File: src/rtl/qdrc_phy_pkg.sv
// rtl/qdrc_phy_pkg.sv - shared state and error encodings for the QDR read PHY
package qdrc_phy_pkg;

    typedef enum logic [2:0] {
        ST_IDLE  = 3'd0,
        ST_WAIT  = 3'd1,
        ST_COUNT = 3'd2,
        ST_CHECK = 3'd3,
        ST_DONE  = 3'd4,
        ST_FAIL  = 3'd5
    } cal_state_t;

    typedef enum logic [1:0] {
        ERR_NONE      = 2'd0,
        ERR_TIMEOUT   = 2'd1,
        ERR_INCONSIST = 2'd2
    } cal_err_t;

endpackage

File: src/rtl/qdrc_phy_bit_repair.sv
// rtl/qdrc_phy_bit_repair.sv - per-bit rise/fall re-pairing into true burst order
module qdrc_phy_bit_repair #(
    parameter int DATA_WIDTH = 36
) (
    input  logic                  clk,
    input  logic                  reset_n,
    input  logic [DATA_WIDTH-1:0] q_rise,
    input  logic [DATA_WIDTH-1:0] q_fall,
    input  logic [DATA_WIDTH-1:0] aligned,
    output logic [DATA_WIDTH-1:0] rise_out,
    output logic [DATA_WIDTH-1:0] fall_out
);

    logic [DATA_WIDTH-1:0] q_rise_d1;
    logic [DATA_WIDTH-1:0] q_fall_d1;

    // A swapped bit's beat starts on the fall sample, so its second half is the
    // rise sample one cycle later; taking it live keeps both cases at 2 cycles.
    always_ff @(posedge clk or negedge reset_n) begin
        if (!reset_n) begin
            q_rise_d1 <= '0;
            q_fall_d1 <= '0;
            rise_out  <= '0;
            fall_out  <= '0;
        end else begin
            q_rise_d1 <= q_rise;
            q_fall_d1 <= q_fall;
            rise_out  <= (aligned & q_rise_d1) | (~aligned & q_fall_d1);
            fall_out  <= (aligned & q_fall_d1) | (~aligned & q_rise);
        end
    end

endmodule

File: src/rtl/qdrc_phy_burst_align.sv
// rtl/qdrc_phy_burst_align.sv - burst re-pairing, read latency calibration and read-valid alignment
module qdrc_phy_burst_align
    import qdrc_phy_pkg::*;
#(
    parameter int DATA_WIDTH = 36,
    parameter int LAT_WIDTH  = 4,
    parameter int NUM_TRIALS = 4
) (
    input  logic                  clk,
    input  logic                  reset_n,
    input  logic [DATA_WIDTH-1:0] q_rise,
    input  logic [DATA_WIDTH-1:0] q_fall,
    input  logic [DATA_WIDTH-1:0] aligned,
    input  logic                  cal_start,
    input  logic                  cal_rd_strb,
    input  logic                  rd_valid_in,
    output logic [DATA_WIDTH-1:0] rise_out,
    output logic [DATA_WIDTH-1:0] fall_out,
    output logic                  rd_valid_out,
    output logic                  cal_done,
    output logic                  cal_fail,
    output logic [LAT_WIDTH-1:0]  rd_latency,
    output logic [2:0]            state_prb,
    output logic [1:0]            error_prb
);

    localparam int MAX_LAT = 2**LAT_WIDTH - 1;
    localparam int TRIAL_W = $clog2(NUM_TRIALS + 1);
    localparam logic [LAT_WIDTH-1:0] CNT_LAST   = LAT_WIDTH'(MAX_LAT - 1);
    localparam logic [TRIAL_W-1:0]   TRIAL_LAST = TRIAL_W'(NUM_TRIALS - 1);

    cal_state_t             state, state_n;
    cal_err_t               err, err_n;
    logic [LAT_WIDTH-1:0]   cnt, cnt_n;
    logic [LAT_WIDTH-1:0]   lat_meas, lat_meas_n;
    logic [LAT_WIDTH-1:0]   lat_store, lat_store_n;
    logic [LAT_WIDTH-1:0]   tap_idx;
    logic [TRIAL_W-1:0]     trials, trials_n;
    logic [MAX_LAT-1:0]     vld_sr;
    logic                   match;

    qdrc_phy_bit_repair #(.DATA_WIDTH(DATA_WIDTH)) u_bit_repair (
        .clk      (clk),
        .reset_n  (reset_n),
        .q_rise   (q_rise),
        .q_fall   (q_fall),
        .aligned  (aligned),
        .rise_out (rise_out),
        .fall_out (fall_out)
    );

    assign match = (rise_out == {DATA_WIDTH{1'b1}}) && (fall_out == '0);

    always_ff @(posedge clk or negedge reset_n) begin
        if (!reset_n) begin
            state     <= ST_IDLE;
            err       <= ERR_NONE;
            cnt       <= '0;
            lat_meas  <= '0;
            lat_store <= '0;
            trials    <= '0;
        end else begin
            state     <= state_n;
            err       <= err_n;
            cnt       <= cnt_n;
            lat_meas  <= lat_meas_n;
            lat_store <= lat_store_n;
            trials    <= trials_n;
        end
    end

    always_comb begin
        state_n     = state;
        err_n       = err;
        cnt_n       = cnt;
        lat_meas_n  = lat_meas;
        lat_store_n = lat_store;
        trials_n    = trials;
        case (state)
            ST_IDLE, ST_DONE, ST_FAIL: begin
                if (cal_start) begin
                    state_n     = ST_WAIT;
                    err_n       = ERR_NONE;
                    lat_store_n = '0;
                    trials_n    = '0;
                end
            end
            ST_WAIT: begin
                if (cal_rd_strb) begin
                    state_n = ST_COUNT;
                    cnt_n   = '0;
                end
            end
            ST_COUNT: begin
                // First COUNT cycle is the one after the strobe, hence cnt+1.
                cnt_n = cnt + 1'b1;
                if (match) begin
                    state_n    = ST_CHECK;
                    lat_meas_n = cnt + 1'b1;
                end else if (cnt == CNT_LAST) begin
                    state_n = ST_FAIL;
                    err_n   = ERR_TIMEOUT;
                end
            end
            ST_CHECK: begin
                if ((trials != '0) && (lat_meas != lat_store)) begin
                    state_n = ST_FAIL;
                    err_n   = ERR_INCONSIST;
                end else begin
                    if (trials == '0) lat_store_n = lat_meas;
                    trials_n = trials + 1'b1;
                    state_n  = (trials == TRIAL_LAST) ? ST_DONE : ST_WAIT;
                end
            end
            default: state_n = ST_IDLE;
        endcase
    end

    always_ff @(posedge clk or negedge reset_n) begin
        if (!reset_n) vld_sr <= '0;
        else          vld_sr <= {vld_sr[MAX_LAT-2:0], rd_valid_in};
    end

    assign cal_done     = (state == ST_DONE);
    assign cal_fail     = (state == ST_FAIL);
    assign rd_latency   = cal_done ? lat_store : '0;
    assign tap_idx      = rd_latency - 1'b1;
    assign rd_valid_out = cal_done && (rd_latency != '0) && vld_sr[tap_idx];
    assign state_prb    = state;
    assign error_prb    = err;

endmodule

File: config.mk
export PLATFORM = sky130hd
export DESIGN_NAME = qdrc_phy_burst_align
export DESIGN_NICKNAME = d
export VERILOG_FILES = /design/src/rtl/qdrc_phy_pkg.sv /design/src/rtl/qdrc_phy_bit_repair.sv /design/src/rtl/qdrc_phy_burst_align.sv
export SDC_FILE = /design/constraint.sdc
export NUM_CORES = 1
export LEC_CHECK = 0
export ABC_AREA = 1
export CORE_ASPECT_RATIO = 1.5
export CORE_MARGIN = 2
export CORE_UTILIZATION = 30
export CTS_BUF_LIST = sky130_fd_sc_hd__clkbuf_4
export CTS_CLUSTER_SIZE = 20
export DETAILED_ROUTE_END_ITERATION = 12
export MAX_ROUTING_LAYER = met4
export SYNTH_ARGS = -nofsm -noshare
export SYNTH_HDL_FRONTEND = slang
export SYNTH_HIERARCHICAL = 1
export SYNTH_SLANG_ARGS = --single-unit
File: constraint.sdc
create_clock -name clk -period 2 [get_ports clk]
set_clock_uncertainty 0.1 [all_clocks]
set_input_delay 0.4 -clock clk [delete_from_list [all_inputs] [get_ports clk]]
set_output_delay 0.4 -clock clk [all_outputs]
set_load 0.005 [all_outputs]
==> flow_summary.toml <==
[clock_tree]
worstSkewPairLatency_ps = 570
htree_levels = 4
clk_pin_slew_ps = 160
numCtsBuffers = 17
numClockSinks = 179
cts_root_buf = "clkbuf_4"
max-clock-path-buffers = 2
cts_tree = "built"

[worst_hold_path]
whs_path_depth = 1
min_path_type = "input port to flip-flop"
min_from = "q_fall[17]"
min_delay_worst_endpoint = "u_bit_repair/q_fall_d1[17]$_DFF_PN0_"

[placement]
place_inst = 1146
dp_slack_ps = -451
place.gp.congestion = 0.829
post-dp-hpwl_um = 12700
port_buffers = 196

[floorplanning]
start_util_pct = 30.3
fp.dieArea_mm2 = 0.0230
dieHeight_um = 185
num_rows = 66
die_x_um = 124
ios = 197
core_area_mm2 = 0.0216

[power_and_ir_drop]
leakage_nw = 4.86
ir_worst_vdd_mv = 0.455
p_per_area_mw_per_mm2 = 815

[grt]
met3_usage_pct = 4.12
grt-ovfl-total = 0
grt_pass1_vias = 5339
grt_pass1_wl_um = 26400
grtUsageMet1_pct = 16.0
grt.total_usage_pct = 15.4
antenna_found_initial = 3
busiest_layer = "met2"
grt_max_degree = 44
grt_use_met2_pct = 28.1

[yosys]
netlist_area_mm2 = 0.00652
syn_nets = 773
synth-seq-cells = 179
yosysSeqAreaShare_pct = 68.7
synth_cells = 654
synth.avg_cell_area_um2 = 9.97
ys_types = 26
yosysWarnings = 6

[cells_and_area]
layout-drive-gt1-share_pct = 14.0
fin_util_pct = 44.7
multi_input_area_mm2 = 0.00188
regArea_mm2 = 0.00448
fill_cells = 2063
fin_cells = 1215
area_growth_pct = 47.8
layout.nets = 1046
final_common_cell = "nand2_1"
mostFrequentLayoutCells = "nand2_1 (292), dfrtp_1 (177), clkdlybuf4s50_1 (112), dlygate4sd2_1 (74), inv_1 (60)"

[sta]
worst_pin_slew_ps = 443
max_freq_mhz = 374
finalMaxSlewViolations = 0
fin_crit_sh_pct = 134
final.min_clock_period_ps = 2680
worst_slack_ps = -677
grt_setup_unrepaired = "true"
slew_headroom_pct = 70.1
setup_viol = 7
hold_viol = 0

[worst_setup_path]
crit_buf_inv = 2
r2r_start = "u_bit_repair/fall_out[13]$_DFF_PN0_"
r2r_end = "state_prb[0]$_DFFE_PN0P_"
critPathTopFamily = "simple AND/OR/NAND/NOR gates"
slowest_delay_ps = 460
path_max_fanout = 5
crit_slowest_cell = "dfrtp_2"
cp_common_cell = "nand2_4"
path_cells = "buf_6, nor2_4, nand2_2, ha_4, nand2_4, nand2_4, nand3b_1, nand3_1, nand2_1, nor2_1, buf_2"
rrSetupSlack_ps = 180
end_kind = "output pin"
reg2regPathDepth = 11
required_ps = 1500
cp_num_cells = 11
crit_type = "flip-flop to output pin"
cp.arrival_ps = 2180
critPathLaunchType = "flip-flop"

[drt]
drtAntennaViolNets = 0
vias = 5078
dr.first_iter.drc_count = 178
avgViaCountPerCell = 4.18
drc_errors = 0
routed_wl_um = 16500
firstDrtPassIters = 6
routedWlPerCell_um = 13.6

[outcome]
violations = "negative setup slack"
status = "finished with violations"

[job]
max_cap_viol_count = 0
-- state kept, by name, summed over array words and instances, names as in the netlist --
register                flops
lat_store                   4
u_bit_repair/q_rise_d1     36
cnt                         4
u_bit_repair/rise_out      36
state_prb                   3
lat_meas                    4
vld_sr                     15
u_bit_repair/q_fall_d1     36
trials                      3
error_prb                   2
u_bit_repair/fall_out      36
-- synthesized netlist by cell type (all sizes together) --
cell type | count | area share, %
o22ai | 6 | 0.58
inv | 68 | 4.0
o21ai | 12 | 1.0
ha | 6 | 1.2
a21oi | 2 | 0.15
xnor2 | 1 | 0.13
nand3b | 1 | 0.12
nor2 | 42 | 2.8
nand2 | 296 | 17
a31oi | 3 | 0.29
xor2 | 4 | 0.54
or2 | 2 | 0.19
nand4 | 12 | 1.4
dfrtp | 179 | 69
nand3 | 20 | 1.8
-- report_power, final --
part	switching, mW	internal (mW)
registers	0.183	3.91
logic	0.880	0.897
clock network	1.33	0.651
total	2.39	5.46
-- worst register-to-register path, stage by stage (launching register included) --
cell and delay, ps:
dfrtp_1 400, buf_4 130, nor2_1 120, nand2_1 60
nor2_1 170, nand2_1 110, nor2_2 190, nand3_2 140
nand2_1 130, nand2_1 70, nand2_1 60, nand2_1 50
-- logic make-up after synthesis --
family	share of synthesized area (%)
buf+inv	3.95
simple gates	23.5
fa+ha+maj	1.15
compound gates	2.05
xor+xnor	0.671
flops	68.7
-- layer usage --
metal	vias to the layer above	routed length, um
met1	2384	6270
met5	-	0
met3	14	756
met2	124	9210
li1	2556	-
met4	0	226
-- per-stage QoR --
| stage | TNS (ps) | power (mW) | hold slack (ps) | instance area [um2] |
|---|---|---|---|---|
| 2_1_floorplan | -17.5 | 4.85 | 4.41 | 6550 |
| 3_3_place_gp | -474 | 5.82 | 243 | 9070 |
| 3_5_place_dp | -530 | 5.84 | 244 | 9070 |
| 4_1_cts | -2840 | 7.93 | 55.7 | 9580 |
| 5_1_grt | -3260 | 8.37 | 59.7 | 9640 |
| 6_report | -2220 | 7.85 | 143 | 9640 |
-- layout make-up --
type	instances	share of cell area (%)
Multi-Input combinational cell	407	19.5
Tap cell	272	3.53
Clock inverter	15	1.56
Clock buffer	17	1.32
Sequential cell	179	46.5
Antenna cell	3	0.0779
Inverter	68	2.70
Timing Repair Buffer	254	24.8
-- worst max-delay path by stage --
| stage | startpoint | endpoint | slack, ps |
|---|---|---|---|
| after CTS | state_prb[1]$_DFFE_PN0P_ | rd_valid_out | -770 |
| after global routing | state_prb[1]$_DFFE_PN0P_ | rd_valid_out | -860 |
| after global placement | state_prb[1]$_DFFE_PN0P_ | rd_valid_out | -430 |
| after detailed placement | state_prb[0]$_DFFE_PN0P_ | rd_valid_out | -450 |
| after floorplan | state_prb[0]$_DFFE_PN0P_ | rd_valid_out | -20 |
| final | state_prb[0]$_DFFE_PN0P_ | rd_valid_out | -680 |
-- timing repair --
item                                    in CTS  in global routing
endpoints found under the setup margin      84                 13
setup buffers                               30                  4
hold buffers                                 1                  0
pin swaps                                   11                  3
endpoints found under the hold margin      179                  0
resized for setup                          121                 15
Note: power is estimated with default switching activity, not from simulation.
